<file path="src/rtl/ddr2_seq_writer.sv">
// Sequential DDR2 write-back engine: packs 128-bit beats into 256-bit words, buffers them
// in a small FIFO and writes them to consecutive controller addresses, wrapping at the top.
module ddr2_seq_writer #(
  parameter logic [29:0] address_step    = 30'd4,
  parameter logic [29:0] address_bottom  = 30'h0000_0000,
  parameter logic [29:0] address_top     = 30'h0200_0000 - address_step,
  parameter int          fifo_depth_log2 = 4
) (
  input  logic                       ddr2_clk,
  input  logic                       RST,
  output logic                       req,
  input  logic                       ack,
  output logic [30:0]                addr,
  output logic                       read,
  output logic                       fin,
  output logic [255:0]               data_write,
  output logic [31:0]                mask,
  input  logic [127:0]               din,
  input  logic                       wr_en,
  output logic                       full,
  output logic [fifo_depth_log2:0]   count,
  input  logic                       start,
  input  logic                       bottom,
  output logic                       done
);

  localparam int DEPTH = 1 << fifo_depth_log2;
  localparam logic [fifo_depth_log2:0] FULL_COUNT = (fifo_depth_log2 + 1)'(DEPTH);

  typedef enum logic [1:0] {s_idle, s_wait, s_writing} state_t;

  state_t                     state;
  state_t                     state_next;
  logic                       half;
  logic [127:0]               low;
  logic [255:0]               mem [DEPTH];
  logic [fifo_depth_log2-1:0] wr_ptr;
  logic [fifo_depth_log2-1:0] rd_ptr;
  logic [29:0]                cur_addr;
  logic                       accept_beat;
  logic                       push;
  logic                       pop;
  logic                       at_top;

  assign full        = (count == FULL_COUNT);
  assign accept_beat = wr_en & ~full;
  assign push        = accept_beat & half;
  assign req         = (state == s_writing);
  assign pop         = req & ack;
  assign at_top      = (cur_addr == address_top);
  assign fin         = req & (at_top | (count == (fifo_depth_log2 + 1)'(1)));
  assign addr        = {1'b0, cur_addr};
  assign read        = 1'b0;
  assign mask        = 32'h0;
  assign data_write  = mem[rd_ptr];

  always_comb begin
    state_next = state;
    case (state)
      s_idle:    if (start) state_next = s_wait;
      s_wait:    if (count != '0) state_next = s_writing;
      s_writing: begin
        // Drop back to waiting only when the last buffered word leaves with nothing arriving.
        if (ack) begin
          if (at_top)
            state_next = s_idle;
          else if ((count == (fifo_depth_log2 + 1)'(1)) && !push)
            state_next = s_wait;
        end
      end
      default:   state_next = s_idle;
    endcase
  end

  always_ff @(posedge ddr2_clk) begin
    if (RST || bottom) state <= s_idle;
    else               state <= state_next;
  end

  always_ff @(posedge ddr2_clk) begin
    if (RST || bottom) begin
      half     <= 1'b0;
      low      <= '0;
      wr_ptr   <= '0;
      rd_ptr   <= '0;
      count    <= '0;
      cur_addr <= address_bottom;
      done     <= 1'b0;
    end else begin
      done <= pop & at_top;
      if (accept_beat) begin
        half <= ~half;
        if (!half) low <= din;
      end
      if (push) wr_ptr <= wr_ptr + 1'b1;
      if (pop) begin
        rd_ptr   <= rd_ptr + 1'b1;
        cur_addr <= at_top ? address_bottom : cur_addr + address_step;
      end
      case ({push, pop})
        2'b10:   count <= count + 1'b1;
        2'b01:   count <= count - 1'b1;
        default: count <= count;
      endcase
    end
  end

  always_ff @(posedge ddr2_clk) begin
    if (push && !RST && !bottom) mem[wr_ptr] <= {din, low};
  end

endmodule

</file>
<file path="config.mk">
export PLATFORM = sky130hd
export DESIGN_NAME = ddr2_seq_writer
export DESIGN_NICKNAME = d
export VERILOG_FILES = /design/src/rtl/ddr2_seq_writer.sv
export SDC_FILE = /design/constraint.sdc
export NUM_CORES = 2
export LEC_CHECK = 0
export BUFFER_PORTS_ARGS = -buffer_cell sky130_fd_sc_hd__buf_2
export CAP_MARGIN = 25
export CORE_AREA = 5 5 515 517
export CTS_CLUSTER_DIAMETER = 60
export DETAILED_ROUTE_END_ITERATION = 12
export DIE_AREA = 0 0 520 522
export HOLD_SLACK_MARGIN = 0.06
export PLACE_DENSITY = 0.79
export SLEW_MARGIN = 20
export SYNTH_ARGS = -nofsm -noshare
export SYNTH_HDL_FRONTEND = slang
export SYNTH_SLANG_ARGS = --single-unit
</file>
<file path="constraint.sdc">
create_clock -name ddr2_clk -period 17 [get_ports ddr2_clk]
set_input_delay 0 -clock ddr2_clk [delete_from_list [all_inputs] [get_ports ddr2_clk]]
set_output_delay 0 -clock ddr2_clk [all_outputs]
set_load 0.02 [all_outputs]
</file>
# [Word level (Yosys, flattened, before mapping)]
# Memories as Yosys holds them, arrays and structs flattened. A register that Yosys moved wholly into a read port is not among the register bits.
# Cells that the tools add are included.
[word_totals] ff_bits=175 mem_bits_rw=4096 input_bits=134 out_inout_bits=329 wordCells=57 mem_count=1
[op_classes] add_sub_neg=5 n_eq_ne=11 n_mux=12 bitwise=8 n_reduce_logical=12
[mem_list] name="mem" depth=16 width=256 read_ports=1 rd_clocked_by_memory_dff=1 wr=1 line_no="36" text="logic [255:0] mem [DEPTH];"
[ops] cell="30-bit by 3-bit adder with 30-bit output, second input constant" n=1
[ops] cell="30-bit by 25-bit == test with 1-bit output, second input constant" n=1
[ops] cell="30-bit 2-to-1 mux" n=1
[ops] cell="2-bit 2-to-1 mux" n=5
[ops] cell="5-bit one-hot mux with 2 select lines" n=1
[ops] cell="4-bit by 1-bit adder with 4-bit output, second input constant" n=2
[ops] cell="4-bit 2-to-1 mux" n=2
[ops] cell="2-bit one-hot mux with 3 select lines" n=1
[ops] cell="5-bit by 1-bit adder with 5-bit output, second input constant" n=1
[ops] cell="1-bit bitwise AND" n=5
[ops] cell="5-bit by 1-bit == test with 1-bit output, second input constant" n=1
[ops] cell="5-bit == test, second input constant" n=1
[ops] cell="5-bit nonzero test" n=1
[ops] cell="5-bit by 1-bit subtractor with 5-bit output, second input constant" n=1
[ops] cell="2-bit by 1-bit == test with 1-bit output, second input constant" n=2
[ops] cell="2-bit == test, second input constant" n=2
[ops] cell="2-bit != test, second input constant" n=2
[ops] cell="4-bit AND reduction" n=1
[ops] cell="1-bit logical AND" n=3
[ops] cell="1-bit zero test" n=3
[ops] cell="3-bit by 1-bit != test with 1-bit output, second input constant" n=1
[ops] cell="2-bit zero test" n=1
[ops] cell="1-bit 2-to-1 mux" n=2
[ops] cell="2-bit by 1-bit != test with 1-bit output, second input constant" n=1
[ops] cell="5 further kinds" n=6

# [Logic depth before layout (Yosys ltp)]
[logic_depth] ltp_word=10 ltp_mapped=11

# [Worst setup path before layout]
# OpenSTA, ideal clock, no wires.
[synth_path] path_kind="register -> register" start="register count[0]" end="memory mem[12][0], enable pin" t_arrival_ns=12.240 setup_slack_ns=3.881 stages_incl_launch_ff=8 period_less_slack_ns=13.119 path_cell_list="dfxtp_1 -> inv_1 -> ha_1 -> nand4bb_1 -> inv_1 -> nor2_1 -> nand2_1 -> nor2_1"
[synth_via] elab_chain_len=8
[synth_rtl] item="start, declared" line_no="21" text="output logic [fifo_depth_log2:0] count,"
[synth_rtl] item="start signal, assigned" line_no="101" text="2'b10: count <= count + 1'b1;"
[synth_rtl] item="start signal, assigned" line_no="102" text="2'b01: count <= count - 1'b1;"
[synth_rtl] item="start signal, assigned" line_no="103" text="default: count <= count;"
[synth_rtl] item="5-bit == test" line_no="45" text="assign full = (count == FULL_COUNT);"
[synth_rtl] item="named net full" line_no="20" text="output logic full,"
[synth_rtl] item="1-bit NOT" line_no="46" text="assign accept_beat = wr_en & ~full;"
[synth_rtl] item="1-bit bitwise AND" line_no="46"
[synth_rtl] item="1-bit bitwise AND" line_no="47" text="assign push = accept_beat & half;"
[synth_rtl] item="1-bit logical AND (2 in series)" line_no="109" text="if (push && !RST && !bottom) mem[wr_ptr] <= {din, low};"
[synth_rtl] item="1-bit 2-to-1 mux" line_no="109"
[synth_rtl] item="1-bit 2-to-1 mux (implied by the code)" line_no="109"
[synth_rtl] item="end, declared" line_no="36"
# The timed path passes the listed nets, and every way through them passes these cells.

==> metrics.txt <==
result of the run=finished clean; count of antenna-violating nets left after detailed routing=0; number of enable-type register cells in the synthesized netlist=4096; CTS Buf Count=407; initial antenna violation count=39; worst slack at placement=10.98 ns; CP startpoint kind=flip-flop; drt first pass iters=6; Slew HR=23.9%; share of final-layout standard cells stronger than drive strength 1=30.9%; number of synthesized register bits=4273; floorplan die width=520 µm; number of distinct library cells after synthesis=45; commonest cells after routing, fill and taps aside=sky130_fd_sc_hd__edfxtp_1 (4096), sky130_fd_sc_hd__mux4_2 (1247), sky130_fd_sc_hd__buf_2 (426); clock share of power=44.3%; clk_skew=0.0858 ns; Std-Cell Core Area=261000 µm²; Comb pwr share=1.3%; boundary pin count=463; critical path fanouts, max=139; data arrival time of the worst path=6.64 ns; half-perimeter wire length after placement=200000 µm; clock tree from TritonCTS=built; Root Driver=sky130_fd_sc_hd__clkbuf_16; top flip-flop cell by instance count after synthesis=sky130_fd_sc_hd__edfxtp_1; full die area=271000 µm²; Layout Area Growth over Synthesis=14.3%; peak supply drop=117 µV; portion of the post-synthesis area used by sequential elements=78.8%; number of filler cells placed in the layout=14000; number of placed instances, taps included=10300; global-route usage over all layers=31.9%; Syn Std Cell Area=161000 µm²; power per cell area=115 nW/µm²; count of buffers from port buffering=426; Design Power=21.2 mW; number of core rows=188; instance area at placement=167000 µm²; global-route wire length before repair=615000 µm; final critical-path required period=6.64 ns; share of async-settable or async-resettable flops after synthesis=0%; average wire per standard cell=37.9 µm; worst slew pin tran=1.14 ns; # setup viols final=0; leakage power=58.2 nW; Vias=79800; setup repair after global routing missed its margin=no; pin count of the biggest net entering global routing=140; Finished Cell Area=183000 µm²; most common library cell in the layout ignoring fill and taps=sky130_fd_sc_hd__edfxtp_1; CTS H-Tree Depth=5; total area of multi-input combinational cells=32300 µm²; sequential share of power=54.5%; setup ws final=10.36 ns; Net Sw Frac=20.0%; class of the tightest hold or removal check=input pin to flip-flop; worst hold margin=0.0875 ns; total area of sequential cells=127000 µm²; post-route fraction of the period consumed by the critical path=39.0%; Sink Count=4273; cell type with the highest aggregate area in the netlist=sky130_fd_sc_hd__edfxtp_1; later-pin clock latency in the skew report=0.97 ns; worst setup path class=flip-flop to output port; final cell count without fillers=11400; aggregate global routing overflow=0; initial DRC count=12500; utilization after layout=70.4%; count of nets after finishing=7728; Syn Area/Cell=24.1 µm²; hold violation total from the final report=0; Pint=17.0 mW; global placer's final weighted congestion=0.799; final routed DRC violation total=0; NetSw=4.23 mW; cells taking the most area after synthesis=sky130_fd_sc_hd__edfxtp_1 (77%), sky130_fd_sc_hd__mux4_2 (17%), sky130_fd_sc_hd__dfxtp_1 (2.2%); initial core utilization=61.6%; Yosys warning total=0; detail-routed via count per cell=7.02; clock-pin slew on the worst setup and hold paths=0.07 ns; number of pins with negative max-slew slack in the final report=0; count of buffers added by post-CTS timing repair for setup=0; max frequency=151 MHz; DIE HEIGHT=522 µm; number of standard cells after synthesis=6667; max-cap violation count=0; wirelength, routed=431000 µm; Critical Path RT=17.00 ns; final total negative setup slack=0 ns; area fraction of the dominant cell type after synthesis=76.6%; number of global-route vias before repair=82700; deepest clock path buffer count=4; critical path endpoint category=output port
==> cell usage after synthesis, drive strengths merged (2+ instances only) <==
cell     number
mux2i        35
nor3b         2
or3          11
o21ai        13
nor2         41
nand4bb       2
nand3        15
inv           9
xor2         12
clkbuf      177
or2           2
dfxtp       177
buf         211
and3          3
mux4       1247
nor3          2
edfxtp     4096
ha           11
nand4b        2
nand4        13
xnor2         6
a211oi       36
nor4b         2
nand3b        2
or4           9
a21oi       187
and4          5
o31ai         9
nor2b        35
and2          3
nand2       283
==> routing by layer <==
metal,GRT usage [%],wire length [µm],up-vias
li1,-,-,30300
met1,43.1,145000,41800
met2,52.0,216000,6507
met3,6.92,50700,1135
met4,12.7,19500,30
met5,0,197,-
==> sequential cells by signal, indices dropped and copies added, names as in the netlist, named ones only <==
register and cells:
count 5, cur_addr 28, done 1, half 1
low 128, mem 4096, rd_ptr 4, state 2
wr_ptr 4
==> path summary, 6_finish.rpt <==
kind | from | cells after the start | slack [ns] | to
min | din[96] | 2 | 0.09 | mem[3][224]
max reg2reg | count[0] | 11 | 11.18 | mem[13][164]
min reg2reg | cur_addr[11] | 2 | 0.51 | cur_addr[11]
max | flip-flop | 9 | 10.36 | data_write[174]
==> logic make-up after synthesis <==
logic type	synth area share, %
adders and majority gates	0.0857
DFF	78.8
other	0.00234
AOI/OAI and AO/OA	0.867
buffers and inverters	1.21
xor gates and xnor gates	0.0982
muxes	17.7
and+or+nand+nor	1.21
==> repair_timing <==
action,4_1_cts,5_1_grt
gates resized for setup,0,0
endpoints found under the hold margin,2257,0
hold buffers,286,0
==> layout make-up <==
| cell class | instances | share of cell area (%) |
|---|---|---|
| Sequential cell | 4273 | 69.0 |
| Inverter | 9 | 0.0184 |
| Antenna cell | 19 | 0.0259 |
| Clock buffer | 518 | 6.00 |
| Clock inverter | 232 | 1.45 |
| Multi-Input combinational cell | 2032 | 17.6 |
| Tap cell | 3420 | 2.33 |
| Timing Repair Buffer | 860 | 3.58 |
==> worst max-delay path, stage by stage (launching register included) <==
cell and delay (ns):
sky130_fd_sc_hd__dfxtp_4 0.86, sky130_fd_sc_hd__buf_4 0.86, sky130_fd_sc_hd__buf_4 0.81, sky130_fd_sc_hd__buf_12 0.58, sky130_fd_sc_hd__buf_4 0.94, sky130_fd_sc_hd__mux4_2 0.44
sky130_fd_sc_hd__nor2b_1 0.15, sky130_fd_sc_hd__a211oi_1 0.38, sky130_fd_sc_hd__a21oi_1 0.09, sky130_fd_sc_hd__buf_2 0.23
==> power by group through the flow <==
stage | Clock [mW] | Combinational (mW) | Sequential (mW)
global placement | 0 | 0.182 | 11.8
floorplan | 0 | 0.0589 | 11.8
finish | 9.38 | 0.268 | 11.5
CTS | 9.41 | 0.259 | 11.5
global route | 9.92 | 0.280 | 11.5
detailed placement | 0 | 0.193 | 11.8
Power figures use the tool's default switching activity.
